**config.mk**
```make
export PLATFORM = sky130hd
export DESIGN_NAME = slurm16_cpu_scoreboard
export DESIGN_NICKNAME = d
export VERILOG_FILES = /design/src/rtl/slurm16_cpu_pkg.sv /design/src/rtl/slurm16_load_tag_fifo.sv /design/src/rtl/slurm16_cpu_scoreboard.sv
export SDC_FILE = /design/constraint.sdc
export NUM_CORES = 1
export LEC_CHECK = 0
export BUFFER_PORTS_ARGS = -buffer_cell sky130_fd_sc_hd__buf_2
export CAP_MARGIN = 15
export CORE_MARGIN = 2
export CORE_UTILIZATION = 54
export CTS_CLUSTER_SIZE = 12
export DETAILED_ROUTE_END_ITERATION = 10
export PLACE_DENSITY_LB_ADDON = 0.15
export SYNTH_ARGS = -nofsm -noshare
export SYNTH_HDL_FRONTEND = slang
export SYNTH_SLANG_ARGS = --single-unit
```
**constraint.sdc**
```tcl
create_clock -name CLK -period 2.8 [get_ports CLK]
set_input_delay 0.42 -clock CLK [delete_from_list [all_inputs] [get_ports CLK]]
set_output_delay 0.42 -clock CLK [all_outputs]
set_load 0.05 [all_outputs]
```
**src/rtl/slurm16_cpu_pkg.sv**
```systemverilog
// slurm16_cpu_pkg: shared register-file constants, ALU slot type and register decode helpers.
package slurm16_cpu_pkg;
    localparam int REG_COUNT = 16;
    localparam int REG_SEL_BITS = $clog2(REG_COUNT);
    localparam int LOAD_DEPTH_DEFAULT = 4;

    typedef struct packed {
        logic valid;
        logic [REG_SEL_BITS-1:0] dest;
    } aluSlot_t;

    // Register 0 is hardwired to zero, so it never contributes a pending bit.
    function automatic logic [REG_COUNT-1:0] regOneHot(input logic [REG_SEL_BITS-1:0] sel);
        return (sel == '0) ? '0 : REG_COUNT'(1) << sel;
    endfunction

    function automatic logic srcMatch(input logic [REG_SEL_BITS-1:0] srcA, srcB, tag);
        return (tag != '0) && (srcA == tag || srcB == tag);
    endfunction
endpackage

```
**src/rtl/slurm16_load_tag_fifo.sv**
```systemverilog
// slurm16_load_tag_fifo: circular queue of outstanding load destination tags.
// Entries are exposed with per-entry valid bits for parallel hazard matching.
module slurm16_load_tag_fifo #(
    parameter int DEPTH = 4,
    parameter int TAG_BITS = 4
) (
    input  logic                               CLK,
    input  logic                               RST,
    input  logic                               push,
    input  logic [TAG_BITS-1:0]                pushTag,
    input  logic                               pop,
    output logic [DEPTH-1:0][TAG_BITS-1:0]     tags,
    output logic [DEPTH-1:0]                   valid,
    output logic [TAG_BITS-1:0]                headTag,
    output logic [$clog2(DEPTH):0]             count,
    output logic                               full,
    output logic                               empty
);
    localparam int PTR_BITS = $clog2(DEPTH);

    logic [PTR_BITS-1:0] head, tail;
    logic doPush, doPop;

    assign empty = count == '0;
    assign full = count == (PTR_BITS+1)'(DEPTH);
    assign doPop = pop && !empty;
    // A full queue still takes a push when the head leaves in the same cycle.
    assign doPush = push && (!full || doPop);
    assign headTag = tags[head];

    always_ff @(posedge CLK or posedge RST) begin
        if (RST) begin
            head <= '0;
            tail <= '0;
            count <= '0;
            valid <= '0;
            tags <= '0;
        end else begin
            if (doPop) begin
                valid[head] <= 1'b0;
                head <= head + 1'b1;
            end
            // Push comes second so a full-queue push/pop on one slot leaves it valid.
            if (doPush) begin
                valid[tail] <= 1'b1;
                tags[tail] <= pushTag;
                tail <= tail + 1'b1;
            end
            count <= count + (PTR_BITS+1)'(doPush) - (PTR_BITS+1)'(doPop);
        end
    end
endmodule

```
**src/rtl/slurm16_cpu_scoreboard.sv**
```systemverilog
// slurm16_cpu_scoreboard: register scoreboard and issue interlock for the slurm16 pipeline.
// Define SLURM16_SCOREBOARD_FWD_EN when EX/MEM ALU results are bypassed to the operands.
module slurm16_cpu_scoreboard
    import slurm16_cpu_pkg::*;
#(
    parameter int REGISTER_BITS = 4,
    parameter int LOAD_DEPTH = LOAD_DEPTH_DEFAULT
) (
    input  logic                          CLK,
    input  logic                          RST,
    input  logic                          issue_valid,
    input  logic [REGISTER_BITS-1:0]      regA_sel,
    input  logic [REGISTER_BITS-1:0]      regB_sel,
    input  logic                          dest_we,
    input  logic [REGISTER_BITS-1:0]      dest_sel,
    input  logic                          is_load,
    input  logic                          flush,
    input  logic                          mem_ack_valid,
    output logic                          stall,
    output logic [REG_COUNT-1:0]          pending,
    output logic [$clog2(LOAD_DEPTH):0]   load_count,
    output logic                          ack_underflow
);
    logic [LOAD_DEPTH-1:0][REGISTER_BITS-1:0] queueTags;
    logic [LOAD_DEPTH-1:0] queueValid;
    logic [REGISTER_BITS-1:0] headTag;
    logic queueFull, queueEmpty;
    logic srcHitQueue, wawHit, aluHit, loadFullHit;
    logic accept, aluAccept, loadPush, ackPop;
    logic [REG_COUNT-1:0] queueMask, nextQueueMask, nextPending;
    aluSlot_t exSlot, memSlot, nextEx, nextMem;

    slurm16_load_tag_fifo #(
        .DEPTH(LOAD_DEPTH),
        .TAG_BITS(REGISTER_BITS)
    ) loadQueue (
        .CLK(CLK),
        .RST(RST),
        .push(loadPush),
        .pushTag(dest_sel),
        .pop(mem_ack_valid),
        .tags(queueTags),
        .valid(queueValid),
        .headTag(headTag),
        .count(load_count),
        .full(queueFull),
        .empty(queueEmpty)
    );

    always_comb begin
        srcHitQueue = 1'b0;
        wawHit = 1'b0;
        queueMask = '0;
        for (int i = 0; i < LOAD_DEPTH; i++) begin
            srcHitQueue |= queueValid[i] && srcMatch(regA_sel, regB_sel, queueTags[i]);
            wawHit |= queueValid[i] && dest_we && srcMatch(dest_sel, dest_sel, queueTags[i]);
            queueMask |= queueValid[i] ? regOneHot(queueTags[i]) : '0;
        end
    end

`ifdef SLURM16_SCOREBOARD_FWD_EN
    assign aluHit = 1'b0;
`else
    assign aluHit = (exSlot.valid && srcMatch(regA_sel, regB_sel, exSlot.dest))
                 || (memSlot.valid && srcMatch(regA_sel, regB_sel, memSlot.dest));
`endif

    assign loadFullHit = is_load && queueFull && !mem_ack_valid;
    assign stall = issue_valid && (srcHitQueue || aluHit || wawHit || loadFullHit);
    assign accept = issue_valid && !stall && !flush;
    assign aluAccept = accept && dest_we && !is_load && dest_sel != '0;
    assign loadPush = accept && dest_we && is_load && dest_sel != '0;
    assign ackPop = mem_ack_valid && !queueEmpty;

    // Queue tags are unique (WAW stalls duplicates), so clearing the head bit is exact.
    assign nextQueueMask = (queueMask & ~(ackPop ? regOneHot(headTag) : '0))
                         | (loadPush ? regOneHot(dest_sel) : '0);
    assign nextEx = '{valid: aluAccept, dest: dest_sel};
    assign nextMem = '{valid: exSlot.valid && !flush, dest: exSlot.dest};
    assign nextPending = nextQueueMask
                       | (nextEx.valid ? regOneHot(nextEx.dest) : '0)
                       | (nextMem.valid ? regOneHot(nextMem.dest) : '0);

    always_ff @(posedge CLK or posedge RST) begin
        if (RST) begin
            exSlot <= '0;
            memSlot <= '0;
            pending <= '0;
            ack_underflow <= 1'b0;
        end else begin
            exSlot <= nextEx;
            memSlot <= nextMem;
            pending <= nextPending;
            ack_underflow <= ack_underflow || (mem_ack_valid && queueEmpty);
        end
    end
endmodule

```
==> results.md <==
* CTS tree: built
* Max_cap viols at 0
* Clk slew on worst S/H paths at 0.10 ns
* Final period util at 0.987
* R2r startpoint: loadQueue.tags[1]
* Worst VDD drop at just over 600 µV
* CP max stage delay at about 0.54 ns
* Avg WL per Cell at just under 20 µm
* Post-synth EDFFs at 0
* Num CTS Buffers at 5
* Grt ovf at 0
* Library cells used by synthesis at 48
* Final core occ at 0.656
* Drt drc at 0
* Sink Count at 54
* DR vias at between 3000 and 4000
* Reg-to-reg slack, setup at 0.04 ns
* Post-DRT Antenna Nets at 0
* Syn nets at 456
* Area Growth Syn to Fin at 18.7%
* Chip Width at roughly 90 µm
* Post-detail-place hpwl at approximately 8300 µm
* RSZ-0062 raised after global routing: yes
* IO Port Bufs at 39
* # diodes at 0
* CP Max Fanout at 5
* Asr flop ratio synth at 1.00
* CP Buf/Inv Count at 3
* First-pass GRT wire length at 18200 µm
* Core Box Area at approximately 7200 µm²
* Status: complete, no violations
* Row count at 31
* Drt pass-1 iters at 5
* Period minus WS final at ~2.8 ns
* Number of global-route vias before repair at ~3500
* Initial antenna violation count at 0
* Clk buf depth at 2
* Critical path endpoint category: primary output
* Critical Path RT at approximately 2.4 ns
* Final hold slack at about 0.29 ns
* Place WS at slightly below 0.09 ns
* Largest net degree at the start of global routing at 55
* CP max stage cell: or4_4
* GR Util All Layers at 0.282
* Final Hold Fails at 0
* CTS root buf: clkbuf_8
* Synth warn at 0
* Crit path arrival time at 2.34 ns
* Final Instance Area at between 4000 and 5000 µm²
* Fraction of layout cells with a size suffix above 1 at 0.312
* # setup viols final at 0
* Slew headroom at 0.554
* PwrDens at just over 900 nW/µm²
* Routed WL at about 11000 µm
* Final nets at roughly 510
* H-tree levels at 2
* DRT iter0 DRCs at 359
* Clk_skew at about 0.0089 ns
* Gpl congestion at 1.05
* Y dimension of the die at about 90 µm
* RR Endpoint: loadQueue.count[2]
* Die area at between 8000 and 9000 µm²
* Vias per inst at about 6.1
* Top-Level Pins at 40
* Crit-path leading delay family: simple AND/OR/NAND/NOR gates
* Placed inst area at 4450 µm²
* Most frequent CP cell: buf_6
* Crit Path Category: flop to primary output
* Final WS setup at roughly 0.037 ns
* Worst path cell trace: buf_4, xor2_1, or4_4, o32ai_4, a311oi_4, buf_6, nand3_2, and2_4, buf_6
* Clock Latency Late Sink at between 0.3 and 0.4 ns
* Yosys reg bits at 54
* Synth Instances at approximately 430
* Reg2reg path depth at 12
* Worst-Margin Slew at about 0.67 ns
* Cell area after synthesis at about 4000 µm²
* Initial Util at 0.553
* Syn_area_per_cell at 9.37 µm²
* Leakage at 1.98 nW
* Crit start category: flop
* Pins over their slew limit at 0
* Min-Delay Path Class: input pin to async pin
* Register area share after synthesis at 0.339
* Setup TNS at 0 ns
* Peak Freq at approximately 360 MHz
* Primary FF master, synth: dfrtp_1
[layout make-up]
type,count,area [µm²]
Sequential cell,54,1360
Timing Repair Buffer,89,593
Clock inverter,2,37.5
Clock buffer,6,72.6
Tap cell,99,124
Inverter,12,45.0
Multi-Input combinational cell,321,2500
Fill cell,587,2480
[repair_timing]
item,CTS,global route
hold buffers,0,0
resized for setup,10,14
pin swaps,1,4
endpoints found under the setup margin,1,3
buffers inserted,3,7
[logic make-up (layout without fill, tap and decap cells)]
group | count (synthesis) | count (layout) | synth area share
and+or+nand+nor | 128 | 128 | 0.194
adders and majority gates | 11 | 11 | 0.0364
buffers and inverters | 51 | 109 | 0.0558
xor gates and xnor gates | 67 | 67 | 0.147
AOI/OAI and AO/OA | 93 | 93 | 0.156
DFF | 54 | 54 | 0.339
muxes | 21 | 21 | 0.0706
other | 1 | 1 | 0.000940
[placed cells by master (no fill, tap or decap), types with 6 or more instances in the layout]
master / Yosys / routed
xnor2_1: 49 / 48
dfrtp_1: 54 / 48
nand3b_1: 10 / 10
buf_4: 0 / 48
inv_1: 12 / 11
nand2b_1: 15 / 14
buf_2: 25 / 38
dfrtp_2: 0 / 6
xor2_1: 18 / 17
o21a_1: 12 / 12
o21ai_1: 9 / 9
nand3_1: 17 / 17
nor2_1: 6 / 6
ha_1: 10 / 10
o21ai_0: 7 / 7
o22ai_1: 45 / 45
mux2_2: 16 / 16
nand2_1: 26 / 26
nand4_1: 17 / 17
[power by group]
| group | total [mW] | switching (mW) | internal, mW |
|---|---|---|---|
| logic | 2.53 | 1.40 | 1.13 |
| registers | 1.35 | 0.332 | 1.02 |
| clock network | 0.531 | 0.264 | 0.267 |
| total | 4.41 | 2.00 | 2.42 |
[Yosys cell counts (5+ instances only)]
cell | count | area [µm²]
dfrtp_1 | 54 | 1350
xnor2_1 | 49 | 429
o22ai_1 | 45 | 282
nand2_1 | 26 | 97.6
buf_2 | 25 | 125
xor2_1 | 18 | 158
nand3_1 | 17 | 85.1
nand4_1 | 17 | 106
mux2_2 | 16 | 180
nand2b_1 | 15 | 93.8
clkbuf_1 | 12 | 45.0
inv_1 | 12 | 45.0
o21a_1 | 12 | 90.1
ha_1 | 10 | 125
nand3b_1 | 10 | 75.1
o21ai_1 | 9 | 45.0
o21ai_0 | 7 | 35.0
a21oi_1 | 6 | 30.0
and2_1 | 6 | 37.5
nor2_1 | 6 | 22.5
nor2b_1 | 5 | 31.3
[registers in the layout, indices dropped and copies added, names as in the netlist]
register,cells
loadQueue.tags,16
pending,16
exSlot,5
memSlot,5
loadQueue.valid,4
loadQueue.count,3
loadQueue.head,2
loadQueue.tail,2
ack_underflow,1
[metal layers]
| metal | wire, µm | up-vias | part of all wire | GRT usage |
|---|---|---|---|---|
| met5 | 0 | - | 0 | 0 |
| met3 | 794 | 39 | 0.071 | 0.0520 |
| met1 | 4680 | 1694 | 0.42 | 0.373 |
| met2 | 5210 | 191 | 0.47 | 0.449 |
| li1 | - | 1632 | - | - |
| met4 | 510 | 0 | 0.046 | 0.135 |
[per-stage QoR]
stage | instances | power [mW]
floorplan | 426 | 2.99
global placement | 565 | 3.54
detailed placement | 565 | 3.61
CTS | 576 | 4.22
global route | 583 | 4.69
finish | 583 | 4.41
[worst min-delay path: stages]
cell	delay (ns)
buf_2	0.10
inv_2	0.03
buf_4	0.54
[how the worst max path moves through the flow]
stage | startpoint | cells past startpoint | slack (ns) | end
after detailed placement | regA_sel[2] | 12 | 0.09 | loadQueue.count[2]
final | loadQueue.tags[1] | 9 | 0.04 | stall
after CTS | loadQueue.tags[1] | 8 | 0.0004 | stall
after floorplan | regB_sel[3] | 12 | 0.02 | loadQueue.count[2]
after global placement | dest_sel[0] | 10 | 0.11 | stall
after global routing | loadQueue.tags[6] | 12 | -0.12 | loadQueue.count[2]
Note: power is estimated with default switching activity, not from simulation.
